**config.mk**
```make
export PLATFORM = sky130hd
export DESIGN_NAME = bcd_down_timer
export DESIGN_NICKNAME = d
export VERILOG_FILES = /design/src/rtl/bcd_down_timer.sv
export SDC_FILE = /design/constraint.sdc
export NUM_CORES = 1
export LEC_CHECK = 0
export CAP_MARGIN = 20
export CORE_MARGIN = 3
export CORE_UTILIZATION = 48
export DETAILED_ROUTE_END_ITERATION = 8
export GPL_TIMING_DRIVEN = 0
export PLACE_DENSITY = 0.95
export SLEW_MARGIN = 20
export SYNTH_ARGS = -nofsm -noshare
export SYNTH_HDL_FRONTEND = slang
export SYNTH_SLANG_ARGS = --single-unit
```
**constraint.sdc**
```tcl
create_clock -name i_clk -period 4.4 [get_ports i_clk]
set_clock_uncertainty 0.15 [all_clocks]
set_input_delay 0.66 -clock i_clk [delete_from_list [all_inputs] [get_ports i_clk]]
set_output_delay 0.66 -clock i_clk [all_outputs]
set_load 0.005 [all_outputs]
```
**src/rtl/bcd_down_timer.sv**
```systemverilog
// Loadable multi-digit BCD down-counter with done pulse and pause/resume.
// Optional auto-reload from a shadow register: define BCD_TIMER_AUTO_RELOAD_EN.
module bcd_down_timer #(
    parameter int DIGITS = 4
) (
    input  logic                i_clk,
    input  logic                i_rst_n,
    input  logic                i_ce,
    input  logic                i_load,
    input  logic [4*DIGITS-1:0] i_load_val,
    input  logic                i_start,
    input  logic                i_pause,
    output logic [4*DIGITS-1:0] o_count,
    output logic                o_zero,
    output logic                o_done,
    output logic                o_running,
    output logic                o_load_err
);

    localparam int W = 4 * DIGITS;

    typedef enum logic [1:0] {
        ST_IDLE   = 2'd0,
        ST_RUN    = 2'd1,
        ST_PAUSED = 2'd2,
        ST_DONE   = 2'd3
    } state_t;

    state_t         state_q;
    logic [W-1:0]   count_q;
    logic           done_q;
    logic           running_q;
    logic           load_err_q;
`ifdef BCD_TIMER_AUTO_RELOAD_EN
    logic [W-1:0]   shadow_q;
`endif

    logic [W-1:0]   load_clamp_d;
    logic           load_err_d;
    logic [W-1:0]   count_dec_d;
    logic           dec_zero_d;

    // Clamp every digit above 9 down to 9; MSB of the result flags any clamp.
    function automatic logic [W:0] bcd_clamp(input logic [W-1:0] v);
        logic [W-1:0] r;
        logic         err;
        r   = v;
        err = 1'b0;
        for (int i = 0; i < DIGITS; i++) begin
            if (v[4*i +: 4] > 4'd9) begin
                r[4*i +: 4] = 4'd9;
                err         = 1'b1;
            end
        end
        return {err, r};
    endfunction

    // Single-step BCD decrement with the borrow rippling through every digit.
    function automatic logic [W-1:0] bcd_dec(input logic [W-1:0] v);
        logic [W-1:0] r;
        logic         borrow;
        r      = v;
        borrow = 1'b1;
        for (int i = 0; i < DIGITS; i++) begin
            if (borrow) begin
                if (v[4*i +: 4] == 4'd0) begin
                    r[4*i +: 4] = 4'd9;
                end else begin
                    r[4*i +: 4] = v[4*i +: 4] - 4'd1;
                    borrow      = 1'b0;
                end
            end
        end
        return r;
    endfunction

    // Datapath helpers for the load and decrement paths.
    always_comb begin
        {load_err_d, load_clamp_d} = bcd_clamp(i_load_val);
        count_dec_d                = bcd_dec(count_q);
        dec_zero_d                 = (count_dec_d == {W{1'b0}});
    end

    // Control FSM with registered count and status outputs.
    always_ff @(posedge i_clk) begin
        if (!i_rst_n) begin
            state_q    <= ST_IDLE;
            count_q    <= {W{1'b0}};
            done_q     <= 1'b0;
            running_q  <= 1'b0;
            load_err_q <= 1'b0;
`ifdef BCD_TIMER_AUTO_RELOAD_EN
            shadow_q   <= {W{1'b0}};
`endif
        end else begin
            done_q     <= 1'b0;
            load_err_q <= 1'b0;
            if (i_load) begin
                count_q    <= load_clamp_d;
                load_err_q <= load_err_d;
                state_q    <= ST_IDLE;
                running_q  <= 1'b0;
`ifdef BCD_TIMER_AUTO_RELOAD_EN
                shadow_q   <= load_clamp_d;
`endif
            end else begin
                case (state_q)
                    ST_IDLE: begin
                        if (!i_pause && i_start) begin
                            if (count_q != {W{1'b0}}) begin
                                state_q   <= ST_RUN;
                                running_q <= 1'b1;
                            end else begin
                                state_q <= ST_DONE;
                                done_q  <= 1'b1;
                            end
                        end
                    end
                    ST_RUN: begin
                        if (i_pause) begin
                            state_q   <= ST_PAUSED;
                            running_q <= 1'b0;
                        end else if (i_ce) begin
`ifdef BCD_TIMER_AUTO_RELOAD_EN
                            // A zero count in RUN means the previous tick expired; reload now.
                            if (count_q == {W{1'b0}}) begin
                                if (shadow_q != {W{1'b0}}) begin
                                    count_q <= shadow_q;
                                end else begin
                                    state_q   <= ST_DONE;
                                    running_q <= 1'b0;
                                end
                            end else begin
                                count_q <= count_dec_d;
                                if (dec_zero_d) begin
                                    done_q <= 1'b1;
                                    if (shadow_q == {W{1'b0}}) begin
                                        state_q   <= ST_DONE;
                                        running_q <= 1'b0;
                                    end
                                end
                            end
`else
                            count_q <= count_dec_d;
                            if (dec_zero_d) begin
                                done_q    <= 1'b1;
                                state_q   <= ST_DONE;
                                running_q <= 1'b0;
                            end
`endif
                        end
                    end
                    ST_PAUSED: begin
                        if (!i_pause && i_start) begin
                            state_q   <= ST_RUN;
                            running_q <= 1'b1;
                        end
                    end
                    ST_DONE: begin
                        state_q <= ST_DONE;
                    end
                    default: begin
                        state_q   <= ST_IDLE;
                        running_q <= 1'b0;
                    end
                endcase
            end
        end
    end

    assign o_count    = count_q;
    assign o_zero     = (count_q == {W{1'b0}});
    assign o_done     = done_q;
    assign o_running  = running_q;
    assign o_load_err = load_err_q;

endmodule

```
==> out/results.txt, run 1 <==
The logs give 224 for the layout net count and 1410 for the number of global-route vias before repair. The type of the worst setup path was reg2out. The worst hold path begins at o_count[14]. The number of failing hold endpoints at the final stage is 0. The tools report the worst-case clock buffer depth as 2. The worst setup path is launched from a flop. The slowest stage of the critical path is the sky130_fd_sc_hd__or4_4 cell. The floorplan has 17 rows.

The wire length per cell came out at 15.87 um. The path with the worst hold slack has its endpoint at o_count[14]. Hold repair after CTS inserted 0 buffers. A synthesized cell averages 7.948 sq um. The total overflow reported by the global router was 0; the proportion of synthesized flip-flops having asynchronous set or reset was 0%. STA classifies the critical path endpoint as an output pin. Setup repair after global routing left no endpoint under its margin. The buffers plus inverters on the worst setup path came out at 1. The number of buffers added on ports is 41, and the post-synthesis instance area is 1240 sq um. For this run, design rule violations remaining after detail routing come to 0.

Timing would allow up to 290.1 MHz. The data arrival time of the worst path is 2640 ps. The worst register-to-register path ends at o_count[3]. The top cell types in the final layout, fill and taps aside, are sky130_fd_sc_hd__clkdlybuf4s50_1, sky130_fd_sc_hd__dfxtp_1, sky130_fd_sc_hd__nor2_1, sky130_fd_sc_hd__o21ai_0, sky130_fd_sc_hd__a21oi_1. The worst hold path passes through 2 cells. Synthesis instantiated 48 different standard cells from the library.

In the routed layout, each cell is associated on average with a via count of 6.183. For this run, the total global-route usage over all layers was measured as 22.55%. The congestion estimate from routability-driven global placement came to 0.8946. The run gives 0.6141 nW as the static leakage power. The run gives 0.0002316 V as the maximum ir drop on the vdd rail. The internal reg-to-reg setup slack is 1960 ps, and the die width is 56.83 um. The run finished with clean final reports.

The normalized max-slew margin was 31.98%; the final cell area excluding filler cells was 1712 sq um. The detailed router finished its first iteration with 48 violations. For the count of pins on the block boundary, the log shows 42. The clock-pin slew on the worst setup and hold paths is 130 ps. Leaving out fill and tap cells, the most frequent cell in the layout is sky130_fd_sc_hd__clkdlybuf4s50_1. Summed over all layers, the routed wires come to 3.635 mm.

The count of filler cells inserted in the layout was 198. The family of cells with the greatest summed delay on the critical path is simple AND/OR/NAND/NOR gates. The routed layout has 1416 vias. Dividing total power by cell area gives a power density of 246.8 nW/um^2. The tree is rooted in a sky130_fd_sc_hd__clkbuf_4. Entering global routing, the biggest net connects 12 pins. Buffers added to address setup during post-CTS repair amount to 0. Counting flops and latches in the post-synthesis netlist gives 21. Once detail routing completed, the nets flagged for antenna violations numbered 0. Among all flip-flop cells after synthesis, the most frequent one is sky130_fd_sc_hd__dfxtp_1.

Summed over all nets, the half-perimeter wirelength after detailed placement is 2.744 mm. The class of the most critical hold timing path was reg2reg. The clock drives 21 sinks. Synthesis produced a netlist whose cell count is 156. The fraction of final layout cells sized beyond drive strength 1 was 4.975%. OpenSTA, run right after detailed placement, puts the worst setup slack at 1231 ps.

The largest single stage delay on the critical path is 600 ps. In this run the standard cell core region covers 2340 sq um. In this run the cell area measured after placement is 1685 sq um. The run gives 33.91% as the share of the yosys chip area belonging to registers. In this run, CTS created clock tree buffers numbering 3. Number of levels in the clock H-tree: 1. The run gives 0 as the final max-slew violation count. At the pin with the least slew margin, the transition time is 1007 ps. The number of max-cap violations was 0; the area growth from synthesis to layout was 38.04%. The die covers 3229 sq um. For the worst flop-to-flop path, the logic depth is 6. 0 antenna diodes ended up in the layout. The data required time at the worst endpoint was 3590 ps. The number of iterations in the first detailed-routing pass was 4; the post-route fraction of the period consumed by the critical path was 78.33%. Of all nets on the critical path, the largest fanout is 9. The post-route minimum period came out at 3447 ps. Count of synthesis-stage warnings from yosys: 0.

The worst reg2reg path startpoint is state_q[0]. Walking the worst path, the cells encountered are or4_4 > nor4_4 > and4_4 > clkdlybuf4s50_1. The starting density of the core came out at 52.99%. The number of setup violations in the final report was 0; the post-cts gate resize count was 0.

The run gives 0.4224 mW as the total power. TritonCTS built the clock tree. The first global-routing pass estimated 5.844 mm of wire. Once routing completed, OpenROAD measured the worst setup slack at 953.4 ps.

The number of synthesized flops with an enable pin was 0; the number of antenna violations at the first check in global routing was 0. At the later pin of the worst-skew pair, clock insertion delay measures 320 ps. For the setup TNS after final layout, the log shows 0 ps.

The die is 56.83 um tall. The number of nets in the synthesized netlist is 178.
[cell type report]
type,instances,area [sq um],share of cell area [%]
Tap cell,28,35.03,2.047
Timing Repair Buffer,41,410.4,23.98
Sequential cell,21,420.4,24.56
Buffer,5,20.02,1.170
Clock buffer,4,26.28,1.535
Multi-Input combinational cell,124,777.0,45.39
Inverter,6,22.52,1.316
[cells in the mapped netlist, types with 2 or more instances]
cell type	number	area share, %
sky130_fd_sc_hd__nor4_1	2	1.0
sky130_fd_sc_hd__nor3b_1	2	1.2
sky130_fd_sc_hd__nor2_1	17	5.1
sky130_fd_sc_hd__a21oi_1	14	5.7
sky130_fd_sc_hd__o211a_1	2	1.6
sky130_fd_sc_hd__a31oi_1	2	1.0
sky130_fd_sc_hd__a21boi_0	2	1.2
sky130_fd_sc_hd__nand2_1	11	3.3
sky130_fd_sc_hd__nand3_1	6	2.4
sky130_fd_sc_hd__o21ai_0	17	6.9
sky130_fd_sc_hd__xnor2_1	4	2.8
sky130_fd_sc_hd__nor3_1	2	0.81
sky130_fd_sc_hd__nand3b_1	4	2.4
sky130_fd_sc_hd__inv_1	6	1.8
sky130_fd_sc_hd__nor2b_1	7	3.5
sky130_fd_sc_hd__nand2b_1	2	1.0
sky130_fd_sc_hd__clkbuf_1	3	0.91
sky130_fd_sc_hd__dfxtp_1	21	34
sky130_fd_sc_hd__mux2i_1	3	2.4
[per-layer routing]
metal / vias to the layer above / global-route usage (%) / part of all wire [%]
met5: - / 0 / 0
met4: 0 / 12.58 / 1.4
met3: 8 / 2.989 / 8.6
met2: 79 / 40.10 / 50
met1: 661 / 25.52 / 40
li1: 668 / - / -
[registers in the layout, indices dropped and copies added, names as in the netlist]
register	cells
o_done	1
o_running	1
o_count	16
o_load_err	1
state_q	2
[worst reg2reg max path, cell delays in order (launching register included)]
cell and delay [ps]:
sky130_fd_sc_hd__dfxtp_1 460, sky130_fd_sc_hd__nor4bb_1 830, sky130_fd_sc_hd__buf_2 390, sky130_fd_sc_hd__nand2_1 100
sky130_fd_sc_hd__nor2_1 170, sky130_fd_sc_hd__xnor2_1 150, sky130_fd_sc_hd__a21oi_1 80
[kinds of logic (layout without fill, tap and decap cells)]
family | count (synthesis) | count (layout) | share of synthesized area, %
AOI/OAI and AO/OA | 50 | 50 | 25.13
xor gates and xnor gates | 5 | 5 | 3.532
buffers and inverters | 11 | 56 | 3.430
DFF | 21 | 21 | 33.90
muxes | 3 | 3 | 2.422
and+or+nand+nor | 66 | 66 | 31.58
[power by group]
group,total (mW),switching [mW],internal [mW]
clock network,0.0986,0.0631,0.0354
logic,0.108,0.0486,0.0595
registers,0.216,0.0146,0.201
[worst max path at each step]
stage                     startpoint  cells after the start    endpoint
after floorplan           o_count[3]                      3      o_zero
after global placement          i_ce                      7  o_count[3]
after detailed placement        i_ce                      7  o_count[3]
after CTS                 o_count[3]                      4      o_zero
after global routing      o_count[3]                      4      o_zero
final                     o_count[3]                      4      o_zero
[metrics by stage]
step,hold slack [ps],std cells,util [%]
2_1_floorplan,327.4,156,-
3_3_place_gp,338.2,225,72.03
3_5_place_dp,353.0,225,72.03
4_1_cts,372.1,229,73.16
5_1_grt,398.1,229,73.16
6_report,379.0,229,73.16
No activity file was read; power rests on OpenSTA's default activity.
==> inputs of run 2 (changes only) <==
--- a/config.mk
+++ b/config.mk
@@ -6,11 +6,12 @@
 export NUM_CORES = 1
 export LEC_CHECK = 0
 export CAP_MARGIN = 20
+export CORE_ASPECT_RATIO = 0.5
 export CORE_MARGIN = 3
-export CORE_UTILIZATION = 48
+export CORE_UTILIZATION = 45
 export DETAILED_ROUTE_END_ITERATION = 8
 export GPL_TIMING_DRIVEN = 0
-export PLACE_DENSITY = 0.95
+export PLACE_DENSITY = 0.91
 export SLEW_MARGIN = 20
 export SYNTH_ARGS = -nofsm -noshare
 export SYNTH_HDL_FRONTEND = slang
==> constraint.sdc (replaced) <==
create_clock -name i_clk -period 3.2 [get_ports i_clk]
set_clock_uncertainty 0.15 [all_clocks]
set_input_delay 0.48 -clock i_clk [delete_from_list [all_inputs] [get_ports i_clk]]
set_output_delay 0.48 -clock i_clk [all_outputs]
set_load 0.005 [all_outputs]
==> run 2 against run 1 <==
- via count shrank 2.3%
- highest routed layer unchanged
- worst setup slack lost 820 ps
- flip-flop and latch count is the same
- final cell count grew 3.9%
- register-to-register slack lost 1100 ps
- utilization shrank 0.082 points
- total power grew 50%
- worst hold slack lost 17 ps
- combinational power grew 40%
- routed wire length shrank 2.3%
- die area grew 7.1%
- largest cell class unchanged
- critical path depth is the same
==> out/results.txt, run 2 (synthesized netlist as in run 1, its figures left out) <==
The run finished with clean final reports. Overall power consumption after layout is estimated at 0.6321 mW. Least setup slack across all paths after layout: 131.2 ps.

In this run the most used layer during global routing was met2. The number of failing hold endpoints at the final stage is 0, and the longest individual stage delay on the worst path is 600 ps. The tools report the final instance count without filler cells as 238. The height of the die was 43.12 um; the post-route fraction of the period consumed by the critical path was 95.90%. The run gives 0 as the diode insertion count for antenna repair. After the last flow step, the layout net total stands at 226. The final weighted congestion in routability-driven placement is 0.8586.

The floorplan step defined a core boundary enclosing 2402 sq um. Number of setup violations in the final report: 0. The analysis attributes to cell leakage a power of 0.6352 nW. The later pin in the worst-skew pair is clocked with a latency of 270 ps.

At the pin with the least slew margin, the transition time is 918.0 ps. In the routed layout, each cell is associated on average with a via count of 5.815. The tool flagged a number of max-cap violations equal to 0. For the number of levels in the clock H-tree, the log shows 1.

For this design, the slowest cell found on the critical path is sky130_fd_sc_hd__or4_1. The floorplan has 12 rows. The number of clock buffers inserted by TritonCTS is 3.

The type of the worst setup path is reg2out. Detailed routing inserted a total of 1384 vias. In the final timing run, aggregate negative setup slack is 0 ps. The buffers plus inverters on the worst setup path is 1. The worst setup path is launched from a flop.

Detailed placement ended at an HPWL of 2.651 mm. Entering global routing, the biggest net connects 13 pins. Of all nets on the critical path, the largest fanout is 7.

For the number of buffers inserted by hold repair at cts, the log shows 0. TritonCTS built the clock tree. The tree built by TritonCTS fans out to 21 sinks. The starting density of the core is 51.61%.

The met2 usage in global routing is 32.40%. Die footprint: 3460 sq um. The class of the most critical hold timing path was reg2reg.

The number of placed instances with taps included was 232. The tightest hold path in the finished design has a slack of 361.6 ps. In the global route stage, met3 resource usage came out at 6.356%.

The detailed router finished its first iteration with 98 violations. Before antenna repair, the detailed router went through 4 iterations. The fraction of final layout cells sized beyond drive strength 1 is 6.404%, and the remaining antenna violation count after routing is 0. The run gives 37.97% as the normalized max-slew margin. The run gives 253.7 ps as the post-placement worst setup slack. The data required time at the worst endpoint is 2570 ps. The most common cell after layout, fill and taps aside was sky130_fd_sc_hd__clkdlybuf4s50_1. In the final routed layout, each cell accounts on average for 14.92 um. Based on the critical path, the design can be clocked at up to 325.9 MHz. The number of antenna violations at the first check in global routing was 0. For this design the ratio of total power to cell area is 360.1 nW/um^2. The tools report the met1 track utilization from global routing as 25.69%. Cells fill 73.07% of the core in the end. Global routing used 20.26% of the available tracks. During placement, the flow inserted port buffers numbering 41. The worst setup path is captured at an output pin. The post-route minimum period came out at 3069 ps.

For this run the aggregate overflow at the end of global routing stands at 0. The clock passes through at most 2 buffers. The run gives 0.0002038 V as the maximum ir drop on the vdd rail. The count of pins on the block boundary was 42. On the critical path the largest part of the delay comes from simple AND/OR/NAND/NOR gates. The placed instances occupy a cell area of 1694 sq um. After clock tree synthesis, the clock-pin slew on the worst setup and hold paths is 80 ps. Data on the critical path arrives at its endpoint at 2440 ps. The tree is rooted in a sky130_fd_sc_hd__clkbuf_8. The finished cells cover 1755 sq um. Compared with the post-synthesis result, the final layout area differs by 41.57%. Final max-slew violation count: 0. The floorplan step set the die width to 80.24 um. The logs give 1204 for the number of global-route vias before repair and 3.552 mm for the final wirelength. Traced cell by cell, the critical path runs through or4_1 > nor4_4 > and4_4 > clkdlybuf4s50_1. After detailed routing, the number of remaining DRC violations is 0. The register with the most flip-flops in the layout has 16 of them. In the layout the commonest cells are sky130_fd_sc_hd__clkdlybuf4s50_1, sky130_fd_sc_hd__dfxtp_1, sky130_fd_sc_hd__nor2_1, sky130_fd_sc_hd__o21ai_0, sky130_fd_sc_hd__a21oi_1. The first global-routing pass estimated 5.492 mm of wire.
run 2: tightest hold or removal path: stages, from the launching register on:
cell                      delay [ps]
sky130_fd_sc_hd__dfxtp_1         350
sky130_fd_sc_hd__nand2_1          70
sky130_fd_sc_hd__a21oi_1          50
run 2: layout make-up:
type	instances	area, sq um
repair buffers	43	425.4
inverters	6	22.52
plain buffers	5	20.02
multi-input cells	124	777.0
fillers	200	646.9
well taps	35	43.79
flip-flops and latches	21	420.4
clock inverters	1	5.005
clock buffers	3	41.29
run 2: final timing paths:
path                from          end  slack, ps  depth (start not counted)
max           o_count[5]       o_zero        130                          4
min          o_count[14]  o_count[14]        360                          2
max reg2reg   state_q[0]   o_count[3]        840                          6
min reg2reg  o_count[14]  o_count[14]        360                          2
run 2: what timing repair did:
item,in CTS,in global routing
setup endpoints to repair,0,1
resized for setup,0,0
hold endpoints to repair,0,0
buffers inserted,0,2
run 2: layer usage:
| metal | share of wire, % | up-vias | wire length [um] |
|---|---|---|---|
| li1 | - | 672 | - |
| met1 | 44 | 646 | 1561 |
| met2 | 46 | 56 | 1629 |
| met3 | 8.4 | 10 | 299 |
| met4 | 1.7 | 0 | 62 |
| met5 | 0 | - | 0 |
run 2: where the power goes:
group	internal [mW]	switching, mW
clock network	0.0872	0.0975
registers	0.276	0.0202
logic	0.0841	0.0666
total	0.448	0.184
